$ cat config.mk
export PLATFORM = sky130hd
export DESIGN_NAME = store_buffer
export DESIGN_NICKNAME = d
export VERILOG_FILES = /design/src/rtl/store_buffer.sv
export SDC_FILE = /design/constraint.sdc
export NUM_CORES = 1
export LEC_CHECK = 0
export ABC_AREA = 1
export ABC_CLOCK_PERIOD_IN_PS = 3850
export BUFFER_PORTS_ARGS = -buffer_cell sky130_fd_sc_hd__clkbuf_2
export CAP_MARGIN = 20
export CORE_ASPECT_RATIO = 1.4
export CORE_MARGIN = 5
export CORE_UTILIZATION = 37
export DETAILED_ROUTE_END_ITERATION = 10
export GPL_ROUTABILITY_DRIVEN = 0
export HOLD_SLACK_MARGIN = 0.1
export SKIP_CTS_REPAIR_TIMING = 1
export SLEW_MARGIN = 20
export SYNTH_ARGS = -nofsm -noshare
export SYNTH_HDL_FRONTEND = slang
export SYNTH_SLANG_ARGS = --single-unit
export TNS_END_PERCENT = 100
$ cat constraint.sdc
create_clock -name CLK -period 3.85 [get_ports CLK]
set_clock_uncertainty 0.1 [all_clocks]
set_input_delay 0.385 -clock CLK [delete_from_list [all_inputs] [get_ports CLK]]
set_output_delay 0.385 -clock CLK [all_outputs]
set_load 0.05 [all_outputs]
$ cat src/rtl/store_buffer.sv
`default_nettype none
// ============================================================================
//  Module   : store_buffer
//  Purpose  : Post-commit store buffer between the MEM stage and data memory.
//             Stores are queued in a circular FIFO and drained one per cycle
//             while memory is idle. Loads are checked against pending entries
//             by word address so that they never observe stale memory.
//  Ports    : CLK, RESET (sync, active-high)
//             MEM_WRITE / MEM_READ / MEM_ADDRESS / MEM_WRITE_DATA / MEM_FUNC3
//                - MEM-stage store/load request
//             DM_BUSYWAIT          - data memory busy, drain write held off
//             DM_WRITE / DM_ADDRESS / DM_WRITEDATA / DM_FUNC3 - drain port
//             LOAD_HIT / LOAD_FWD_DATA - store-to-load forwarding result
//             STALL                - freeze pipeline this cycle
//             EMPTY                - no pending stores
//  Config   : STORE_BUF_FWD_EN - when defined, a load whose youngest match is
//             a word store is served from the buffer; otherwise any matching
//             load stalls until the matching entries have drained.
//  Revision : 1.0 - initial release
// ============================================================================
module store_buffer #(
   parameter int DEPTH = 4
) (
   input  logic        CLK,
   input  logic        RESET,
   input  logic        MEM_WRITE,
   input  logic        MEM_READ,
   input  logic [31:0] MEM_ADDRESS,
   input  logic [31:0] MEM_WRITE_DATA,
   input  logic [2:0]  MEM_FUNC3,
   input  logic        DM_BUSYWAIT,
   output logic        DM_WRITE,
   output logic [31:0] DM_ADDRESS,
   output logic [31:0] DM_WRITEDATA,
   output logic [2:0]  DM_FUNC3,
   output logic        LOAD_HIT,
   output logic [31:0] LOAD_FWD_DATA,
   output logic        STALL,
   output logic        EMPTY
);

   localparam int            PW         = $clog2(DEPTH);
   localparam logic [PW:0]   FULL_COUNT = (PW+1)'(DEPTH);
   localparam logic [2:0]    F3_WORD    = 3'b010;

   logic [31:0]    ent_addr  [DEPTH];
   logic [31:0]    ent_data  [DEPTH];
   logic [2:0]     ent_func3 [DEPTH];
   logic [DEPTH-1:0] ent_valid;
   logic [PW-1:0]  head;
   logic [PW-1:0]  tail;
   logic [PW:0]    count;

   logic full;
   logic push;
   logic pop;
   logic load_req;
   logic match;
   logic load_stall;
   logic [PW-1:0] slot;

   assign full = (count == FULL_COUNT);
   // A pop in the same cycle never frees room for a store while full.
   assign push = MEM_WRITE && !full;
   assign pop  = DM_WRITE && !DM_BUSYWAIT;
   // A simultaneous store request wins; the load side is ignored.
   assign load_req = MEM_READ && !MEM_WRITE;

   // Control state
   always_ff @(posedge CLK) begin
      if (RESET) begin
         head      <= '0;
         tail      <= '0;
         count     <= '0;
         ent_valid <= '0;
      end else begin
         if (push) begin
            ent_valid[tail] <= 1'b1;
            tail            <= tail + PW'(1);
         end
         if (pop) begin
            ent_valid[head] <= 1'b0;
            head            <= head + PW'(1);
         end
         if (push && !pop)
            count <= count + (PW+1)'(1);
         else if (pop && !push)
            count <= count - (PW+1)'(1);
      end
   end

   // Payload storage needs no reset: validity is tracked separately.
   always_ff @(posedge CLK) begin
      if (!RESET && push) begin
         ent_addr[tail]  <= MEM_ADDRESS;
         ent_data[tail]  <= MEM_WRITE_DATA;
         ent_func3[tail] <= MEM_FUNC3;
      end
   end

   // Drain port always presents the oldest entry.
   assign DM_WRITE     = (count != '0);
   assign DM_ADDRESS   = DM_WRITE ? ent_addr[head]  : 32'h0;
   assign DM_WRITEDATA = DM_WRITE ? ent_data[head]  : 32'h0;
   assign DM_FUNC3     = DM_WRITE ? ent_func3[head] : 3'b000;
   assign EMPTY        = (count == '0);

`ifdef STORE_BUF_FWD_EN
   logic [PW-1:0] match_idx;
`endif

   // Walk from oldest to youngest so the last hit is the youngest match.
   always_comb begin
      match = 1'b0;
      slot  = head;
`ifdef STORE_BUF_FWD_EN
      match_idx = head;
`endif
      for (int k = 0; k < DEPTH; k++) begin
         slot = head + PW'(k);
         if (ent_valid[slot] && (ent_addr[slot][31:2] == MEM_ADDRESS[31:2])) begin
            match = 1'b1;
`ifdef STORE_BUF_FWD_EN
            match_idx = slot;
`endif
         end
      end
   end

`ifdef STORE_BUF_FWD_EN
   logic [31:0] fwd_word;
   logic        fwd_is_word;
   logic [7:0]  fwd_byte;
   logic [15:0] fwd_half;
   logic [31:0] fwd_ext;

   assign fwd_word    = ent_data[match_idx];
   assign fwd_is_word = (ent_func3[match_idx] == F3_WORD);
   assign fwd_byte    = 8'(fwd_word >> {MEM_ADDRESS[1:0], 3'b000});
   assign fwd_half    = 16'(fwd_word >> {MEM_ADDRESS[1], 4'b0000});

   always_comb begin
      fwd_ext = fwd_word;
      case (MEM_FUNC3)
         3'b000:  fwd_ext = {{24{fwd_byte[7]}}, fwd_byte};
         3'b001:  fwd_ext = {{16{fwd_half[15]}}, fwd_half};
         3'b100:  fwd_ext = {24'h0, fwd_byte};
         3'b101:  fwd_ext = {16'h0, fwd_half};
         default: fwd_ext = fwd_word;
      endcase
   end

   // A partial-width store cannot supply a full load value; wait for it.
   assign load_stall    = load_req && match && !fwd_is_word;
   assign LOAD_HIT      = load_req && match && fwd_is_word;
   assign LOAD_FWD_DATA = LOAD_HIT ? fwd_ext : 32'h0;
`else
   assign load_stall    = load_req && match;
   assign LOAD_HIT      = 1'b0;
   assign LOAD_FWD_DATA = 32'h0;
`endif

   assign STALL = (MEM_WRITE && full) || load_stall;

endmodule
`default_nettype wire

Yosys cells after proc, flatten, opt, wreduce, memory -nomap -nowiden
Memories as Yosys holds them, arrays and structs flattened. A register that Yosys moved wholly into a read port is not among the register bits.
Index checks and enable logic that the tools add are counted.
Operators by class
  $add $sub $neg: 6
  $lt $le $gt $ge: 7
  equality and inequality tests: 5
  muxes and demuxes: 32
  bitwise gates (word level): 3
  reductions and logical operators: 24
Operator list (count)
  $eq 30x30->1: 4
  $mux 32: 2
  $lt 2x3->1 const B: 5
  $logic_and 1x1->1: 14
  $mux 1: 12
  $mux 2: 6
  $mux 4: 3
  $mux 3: 3
  $bmux 1 s2: 4
  $logic_not 1->1: 6
  $add 2x1->2 const B: 2
  $add 2x2->2 const B: 2
  $and 4x4->4: 1
  $demux 1 s2: 2
  $ge 2x1->1 const B: 2
  $not 4->4: 1
  $or 4x4->4: 1
  $add 3x1->3 const B: 1
  $eq 3x3->1 const B: 1
  $logic_not 3->1: 1
  $reduce_bool 3->1: 1
  $sub 3x1->3 const B: 1
  $reduce_bool 2->1: 1
  $logic_or 1x1->1: 1
Storage, ports and cells
  register bits: 11
  RAM bits: 268
  input bits: 72
  output and inout port bits: 103
  logic and storage cells: 84
  memories kept: 3
Memory list
  ent_addr: depth 4, bits a word 32, rd ports 4, clocked after memory_dff 1, wr ports 1, line 46  | logic [31:0] ent_addr [DEPTH];
  ent_data: depth 4, bits a word 32, rd ports 1, clocked after memory_dff 1, wr ports 1, line 47  | logic [31:0] ent_data [DEPTH];
  ent_func3: depth 4, bits a word 3, rd ports 1, clocked after memory_dff 1, wr ports 1, line 48  | logic [2:0] ent_func3 [DEPTH];

Logic depth before layout (Yosys ltp)
Gate-level depths: netlist of run 1.
  word-level depth: 9
  depth in mapped cells: 20
  mapped depth without buffers: 16

Worst setup path before layout of run 1
Ideal clock, no wire load.
  kind: register -> register
  start point: register count[0]
  end point: memory ent_addr[0][0] (enable)
  library setup time: 0.492 ns
  arrival: 3.600 ns
  required time: 3.258 ns
  setup slack: -0.342 ns
  cell stages (with the launch flop): 7
  path buffers: 0
  clock period less this slack: 4.192 ns
  path through: dfxtp_1 -> nor2_1 -> nand2_1 -> nand2_1 -> clkinv_1 -> nand2_1 -> nor2_1
Between the ends
  cells in the longest elaborated chain, start to end: 6
Ends and longest elaborated chain
  from (decl): line 52  | logic [PW:0] count;
  from (signal assigned): line 86  | count <= count + (PW+1)'(1);
  from (signal assigned): line 88  | count <= count - (PW+1)'(1);
  $eq 3x3->1: line 62  | assign full = (count == FULL_COUNT);
  $logic_not 1->1: line 64  | assign push = MEM_WRITE && !full;
  $logic_and 1x1->1: line 64
  named net push: line 55  | logic push;
  $logic_and 1x1->1: line 94  | if (!RESET && push) begin
  $mux 1: line 94
  $mux 1 (not written as such): line 95  | ent_addr[tail] <= MEM_ADDRESS;
  to (decl): line 46
The timed path passes the listed nets, and every way through them passes these cells.

Final worst setup path of run 1
  start point: register head[0]
  end point: output STALL
Between the ends
  cells in the longest elaborated chain, start to end: 9
  elaborated cells on any way between the ends: 25
  those cells by class: 3 x add/sub; 3 x eq/ne; 12 x mux; 6 x reduce/logical; 1 x memory
Ends and longest elaborated chain
  from (decl): line 50  | logic [PW-1:0] head;
  from (signal assigned): line 83  | head <= head + PW'(1);
  $add 2x1->2 or $bmux 1 s2 (tied branches): line 120, 121
  $mem_v2 4x32 (tied with other cells)
  $eq 30x30->1 (tied with other cells): line 121  | if (ent_valid[slot] && (ent_addr[slot][31:2] == MEM_ADDRESS[31:2])) begin
  $logic_and 1x1->1 or $mux 1 (tied branches): line 121
  $mux 1 (2 in a row): line 121
  $mux 1 (*): line 121
  $logic_and 1x1->1 (*): line 158  | assign load_stall = load_req && match;
  $logic_or 1x1->1 (*): line 163  | assign STALL = (MEM_WRITE && full) || load_stall;
  to (decl): line 38  | output logic STALL,
Mark *: on every way between the ends. The rest lies on a longest branch, timed or not. The select of a mux whose other input is x is not followed.

==> impl_metrics.env, run 1 <==
export IMPL_status="finished clean"
export IMPL_worst_setup_path_start_kind="flop"
export IMPL_dr_first_iter_drc_count=1170
export IMPL_clk_latency_ps=580
export IMPL_antenna_left=0
export IMPL_cts_inserted_buffers=31
export IMPL_synth_area_leader_cell="edfxtp_1"
export IMPL_root_buffer="clkbuf_16"
export IMPL_maxCapViolations=0
export IMPL_final_area_sq_um=18600
export IMPL_place_ws_ps=587
export IMPL_avgSynthCellArea_sq_um=7.85
export IMPL_ir_drop_mv=0.560
export IMPL_htree_levels=1
export IMPL_final_setup_viol_count=0
export IMPL_regToRegStartpoint="count[0]$_SDFFE_PP0P_"
export IMPL_crit_end="STALL"
export IMPL_slew_headroom_pct=37.1
export IMPL_startpoint="head[0]$_SDFFE_PP0P_"
export IMPL_dpl_hpwl_mm=31.1
export IMPL_cp_arrival_ps=3190
export IMPL_grt_max_degree=135
export IMPL_core_sq_um=42200
export IMPL_gr_total_overflow=0
export IMPL_cts_path_max_buffers=3
export IMPL_wl_mm=50.0
export IMPL_fmax_mhz=272
export IMPL_worst_slew_pin_slew_ps=944
export IMPL_period_share_pct=95.5
export IMPL_p_leak_nw=7.94
export IMPL_final_cell_mix="769 x nand2_1, 345 x nand3_1, 268 x edfxtp_1"
export IMPL_dr_total_vias=14400
export IMPL_port_buffers=141
export IMPL_die_y_um=254
export IMPL_routedWlPerCell_um=18.2
export IMPL_rr_endpoint="ent_addr[0][2]$_DFFE_PP_"
export IMPL_tns_ps=0
export IMPL_hold_path_class="in -> reg"
export IMPL_synth_top_area_share_pct=51.1
export IMPL_min_period_ps=3680
export IMPL_layout_cells_non_filler=2742
export IMPL_setup_slack_ps=174
export IMPL_synthesis_area_sq_um=15800
export IMPL_ys_seq_area_share_pct=52.7
export IMPL_post_dp_cell_area_sq_um=16900
export IMPL_mostFrequentLayoutCell="nand2_1"
export IMPL_drive_gt1_share_pct=10.7
export IMPL_design_die_area_sq_um=46900
export IMPL_rsz0062_at_grt="false"
export IMPL_worstSetupPathType="reg -> out"
export IMPL_grt_pass1_wl_mm=73.8
export IMPL_antenna_found_initial=0
export IMPL_finalHoldViolCount=0
export IMPL_area_growth_pct=18.0
export IMPL_yosysUniqueCellTypes=26
export IMPL_rows=89
export IMPL_power_density_nw_per_um2=771
export IMPL_grt_usage_pct=20.1
export IMPL_start_util_pct=37.3
export IMPL_dp_cells=2620
export IMPL_multi_input_area_sq_um=6720
export IMPL_fin_nets=2253
export IMPL_drc=0
export IMPL_io_pin_count=175
export IMPL_yosysWarnings=0
export IMPL_cts_tree="built"
export IMPL_holdWs_ps=114
export IMPL_crit_path_end_kind="output port"
export IMPL_vias_per_cell=5.25
export IMPL_grt_pass1_vias=13300
export IMPL_die_w_um=184
export IMPL_synth_seq_cells=281
export IMPL_reg2reg_setup_slack_ps=1480
export IMPL_clkTransAtPathRegs_ps=70
export IMPL_drv_slew=0
export IMPL_r2r_cells=7
export IMPL_required_ps=3370
export IMPL_clock_sinks=281
export IMPL_fillers=4145
export IMPL_firstDrtPassIters=7
export IMPL_register_area_sq_um=8320
export IMPL_syn_inst=2007
export IMPL_n_antenna_cell=0
export IMPL_critPathMaxFanout=20
export IMPL_synthTopCellsByArea="edfxtp_1 51%, nand2_1 18%, nand3_1 11%"
## flip-flops by register name, summed over array words and instances, names as in the netlist, named ones only
signal,flops
ent_valid,4
count,3
ent_data,128
ent_func3,12
tail,2
head,2
ent_addr,128
## final cells by class
| cell class | instances | share of cell area, % |
|---|---|---|
| tap | 546 | 3.67 |
| inverter | 48 | 1.00 |
| multi-input combinational | 1578 | 36.1 |
| timing repair buffer | 231 | 9.13 |
| clock buffer | 33 | 4.21 |
| sequential | 281 | 44.7 |
| clock inverter | 25 | 1.10 |
## cell families (layout without fill, tap and decap cells)
group / Yosys count / after routing / synth area share [%]
AOI/OAI and AO/OA: 146 / 146 / 4.76
DFF: 281 / 281 / 52.7
and+or+nand+nor: 1387 / 1387 / 35.8
other: 1 / 33 / 0.0238
adders and majority gates: 10 / 10 / 0.841
buffers and inverters: 180 / 337 / 5.74
xor gates and xnor gates: 2 / 2 / 0.111
## cells in the mapped netlist
| library cell | instances |
|---|---|
| a211oi_1 | 4 |
| a21oi_1 | 45 |
| a221oi_1 | 2 |
| and2_1 | 1 |
| buf_1 | 7 |
| buf_2 | 48 |
| buf_4 | 43 |
| buf_6 | 1 |
| clkbuf_1 | 33 |
| clkinv_1 | 1 |
| conb_1 | 1 |
| dfxtp_1 | 13 |
| edfxtp_1 | 268 |
| fa_1 | 1 |
| ha_1 | 9 |
| inv_1 | 44 |
| inv_2 | 3 |
| nand2_1 | 769 |
| nand3_1 | 345 |
| nor2_1 | 270 |
| nor3_1 | 1 |
| o21a_1 | 1 |
| o21ai_0 | 90 |
| o21ai_1 | 4 |
| or2_2 | 1 |
| xor2_1 | 2 |
## stage by stage
| step | util, % | total power, mW |
|---|---|---|
| floorplan | - | 9.30 |
| global placement | 40.1 | 11.3 |
| detailed placement | 40.1 | 11.4 |
| CTS | 42.4 | 14.3 |
| global route | 44.1 | 15.3 |
| finish | 44.1 | 14.3 |
## where the power goes
part	total (mW)	switching (mW)	internal (mW)
sequential	3.68	0.108	3.57
clock	2.86	1.25	1.61
combinational	7.80	5.81	1.99
total	14.3	7.16	7.18
## how the worst min path moves through the flow
stage	startpoint	endpoint	slack (ps)	cells after the start
global route	MEM_ADDRESS[17]	ent_addr[1][17]$_DFFE_PP_	100	1
CTS	MEM_FUNC3[0]	ent_func3[1][0]$_DFFE_PP_	-120	1
global placement	ent_valid[0]$_SDFF_PP0_	ent_valid[0]$_SDFF_PP0_	370	2
finish	MEM_ADDRESS[17]	ent_addr[3][17]$_DFFE_PP_	110	1
floorplan	ent_valid[0]$_SDFF_PP0_	ent_valid[0]$_SDFF_PP0_	360	2
detailed placement	ent_valid[0]$_SDFF_PP0_	ent_valid[0]$_SDFF_PP0_	380	2
## critical path, stage by stage, from the launching register on
cell	delay, ps
dfxtp_4	360
clkinv_2	90
ha_4	290
inv_4	250
buf_12	200
nand3_1	100
nand3_1	110
nand2_1	60
nor2_1	240
nand2_1	80
nor2_1	110
nand2_1	90
nor2_1	100
nor2_1	50
nand2_1	140
nand2_1	70
nand2_1	100
buf_12	140
## layer usage
metal	up-vias	share of wire, %	global-route usage (%)
li1	6980	-	-
met4	0	4.4	9.43
met2	632	50	35.2
met5	-	0	0
met1	6642	38	24.1
met3	136	7.4	3.27
Power figures use the tool's default switching activity.
==> run 2, diff against run 1 <==
--- a/config.mk
+++ b/config.mk
@@ -5,10 +5,8 @@
 export SDC_FILE = /design/constraint.sdc
 export NUM_CORES = 1
 export LEC_CHECK = 0
-export ABC_AREA = 1
 export ABC_CLOCK_PERIOD_IN_PS = 3850
 export BUFFER_PORTS_ARGS = -buffer_cell sky130_fd_sc_hd__clkbuf_2
-export CAP_MARGIN = 20
 export CORE_ASPECT_RATIO = 1.4
 export CORE_MARGIN = 5
 export CORE_UTILIZATION = 37
==> run 2 against run 1 <==
The run now ends with setup timing left. Wire length fell by 19%. Final cell count fell by 37%. Critical path depth fell by 8. Area after synthesis fell by 6.4%. Utilization rose by 1.2 points. Clock power fell by 5%. Setup slack got worse by 330 ps. Sequential share of layout area rose by 1.9 points. Critical endpoint unchanged. Highest routed layer is now met5.
==> impl_metrics.env, run 2 <==
export IMPL_status="complete, but fails checks"
export IMPL_violations="setup timing"
export IMPL_cts_path_max_buffers=3
export IMPL_grt_max_degree=61
export IMPL_finalHoldViolCount=0
export IMPL_gr_total_overflow=0
export IMPL_reg_top3="ent_addr x128, ent_data x128, ent_func3 x12"
export IMPL_area_growth_pct=20.9
export IMPL_synth_main_ff_cell="edfxtp_1"
export IMPL_min_delay_start="RESET"
export IMPL_seq_power_share_pct=29.4
export IMPL_slowest_stage="mux4_2"
export IMPL_die_y_um=246
export IMPL_power_switching_mw=5.13
export IMPL_clkTransAtPathRegs_ps=60
export IMPL_min_period_ps=4010
export IMPL_rows=86
export IMPL_period_share_pct=104
export IMPL_place_ws_ps=-382
export IMPL_layout_cells_non_filler=1725
export IMPL_avgSynthCellArea_sq_um=15.4
export IMPL_dr_total_vias=9234
export IMPL_ys_top_cells_by_count="268 x edfxtp_1, 89 x mux2i_1, 89 x mux4_2"
export IMPL_yosysMostFrequentCell="edfxtp_1"
export IMPL_routedWlPerCell_um=23.6
export IMPL_drive_gt1_share_pct=31.2
export IMPL_worst_setup_path_start_kind="flop"
export IMPL_dpl_hpwl_mm=28.2
export IMPL_cts_tree="built"
export IMPL_dp_cells=1616
export IMPL_critPathMaxFanout=50
export IMPL_post_dp_cell_area_sq_um=16200
export IMPL_hold_path_endpoint="count[2]$_SDFFE_PP0P_"
export IMPL_mostFrequentLayoutCell="edfxtp_1"
export IMPL_p_clk_share_pct=21.5
export IMPL_final_setup_viol_count=1
export IMPL_synth_edf_count=268
export IMPL_synthTopCellsByArea="edfxtp_1 55%, mux4_2 14%, mux2i_1 6.0%"
export IMPL_p_leak_nw=6.02
export IMPL_firstDrtPassIters=6
export IMPL_ys_seq_area_share_pct=56.3
export IMPL_yosysWarnings=0
export IMPL_reg2reg_setup_slack_ps=1020
export IMPL_root_buffer="clkbuf_16"
export IMPL_p_sw_share_pct=40.6
export IMPL_holdWs_ps=106
export IMPL_fin_nets=1258
export IMPL_synth_area_leader_cell="edfxtp_1"
export IMPL_yosysUniqueCellTypes=62
export IMPL_antenna_found_initial=1
export IMPL_grt_pass1_vias=9218
export IMPL_drc=0
export IMPL_required_ps=3370
export IMPL_port_buffers=141
export IMPL_setup_slack_ps=-158
export IMPL_synth_top_area_share_pct=54.5
export IMPL_syn_inst=958
export IMPL_synthesis_area_sq_um=14800
export IMPL_fmax_mhz=249
export IMPL_maxCapViolations=0
export IMPL_drv_slew=0
export IMPL_slew_headroom_pct=54.5
export IMPL_hold_path_class="in -> reg"
export IMPL_power_density_nw_per_um2=708
export IMPL_worst_slew_pin_slew_ps=683
export IMPL_final_area_sq_um=17800
export IMPL_final_cell_mix="268 x edfxtp_1, 140 x clkbuf_2, 89 x mux4_2, 89 x mux2i_1, 61 x and2_1"
export IMPL_die_w_um=179
export IMPL_regToRegStartpoint="count[0]$_SDFFE_PP0P_"
export IMPL_cp_arrival_ps=3520
export IMPL_power_internal_mw=7.50
export IMPL_grt_pass1_wl_mm=58.4
export IMPL_cpPeakStageDelay_ps=580
export IMPL_cts_inserted_buffers=28
export IMPL_crit_path_end_kind="output port"
export IMPL_ir_drop_mv=0.482
export IMPL_rsz0062_at_grt="true"
export IMPL_worstHoldPathCells=2
export IMPL_vias_per_cell=5.35
export IMPL_start_util_pct=37.5
export IMPL_clk_latency_ps=550
export IMPL_p_comb_share_pct=49.1
export IMPL_clock_sinks=281
export IMPL_cp_common_cell="buf_12"
export IMPL_crit_chain="buf_12 -> mux4_2 -> xor2_1 -> nor4_1 -> nand3_1 -> nor4_4 -> o31ai_4 -> o21ai_4 -> buf_12"
export IMPL_synth_seq_cells=281
export IMPL_n_antenna_cell=0
export IMPL_design_die_area_sq_um=44000
export IMPL_async_flop_share_pct=0
export IMPL_wl_mm=40.7
export IMPL_antenna_left=0
export IMPL_tns_ps=-158
export IMPL_rr_endpoint="count[2]$_SDFFE_PP0P_"
export IMPL_io_pin_count=175
export IMPL_r2r_cells=10
export IMPL_dr_first_iter_drc_count=647
export IMPL_worstSetupPathType="reg -> out"
export IMPL_grt_usage_pct=17.8
export IMPL_htree_levels=1
export IMPL_core_sq_um=39400
## run 2: how the worst max path moves through the flow
stage                                     from     to
after floorplan           head[0]$_SDFFE_PP0P_  STALL
after global placement                    flop  STALL
after detailed placement                  flop  STALL
after CTS                                 flop  STALL
after global routing      head[0]$_SDFFE_PP0P_  STALL
final                     head[0]$_SDFFE_PP0P_  STALL
## run 2: power groups by stage
| stage | registers, mW | clock network, mW | logic [mW] |
|---|---|---|---|
| after floorplan | 3.72 | 0 | 4.48 |
| after global placement | 3.83 | 0 | 5.85 |
| after detailed placement | 3.84 | 0 | 5.85 |
| after CTS | 3.78 | 2.78 | 5.87 |
| after global routing | 3.73 | 2.90 | 6.55 |
| final | 3.71 | 2.72 | 6.20 |
## run 2: per-layer routing
| layer | wire [um] | GRT usage (%) | vias up |
|---|---|---|---|
| li1 | - | - | 4132 |
| met1 | 15300 | 20.8 | 4684 |
| met2 | 21200 | 31.5 | 321 |
| met3 | 2220 | 3.09 | 95 |
| met4 | 2010 | 8.27 | 2 |
| met5 | 13 | 0 | - |
## run 2: logic make-up (layout without fill, tap and decap cells)
logic type	after synthesis	in the layout	share of synthesized area (%)
other cells	1	33	0.0254
compound gates	95	95	4.68
fa+ha+maj	10	10	0.899
buf+inv	106	313	4.33
simple gates	161	161	6.00
xor+xnor	107	107	6.35
flops	281	281	56.3
mux	197	197	21.4
## run 2: final cells by class
class | instances | area (sq um)
fill | 3551 | 21500
sequential | 281 | 8320
multi-input combinational | 603 | 6040
timing repair buffer | 251 | 1870
clock buffer | 36 | 752
tap | 528 | 661
clock inverter | 15 | 151
inverter | 11 | 43.8
## run 2: worst max-delay path: cells and delay by family, from the launching register on
family	cells	cell delay, ps
buffers and inverters	2	460
AND/OR/NAND/NOR	3	970
multiplexers	1	580
XOR/XNOR	1	180
AO/OA/AOI/OAI	2	310
flip-flops	1	410
## run 2: stage by stage
stage               total power [mW]  util, %
finish                          12.6     45.3
global route                    13.2     45.3
CTS                             12.4     43.4
detailed placement              9.69     41.2
global placement                9.68     41.2
floorplan                       8.20        -
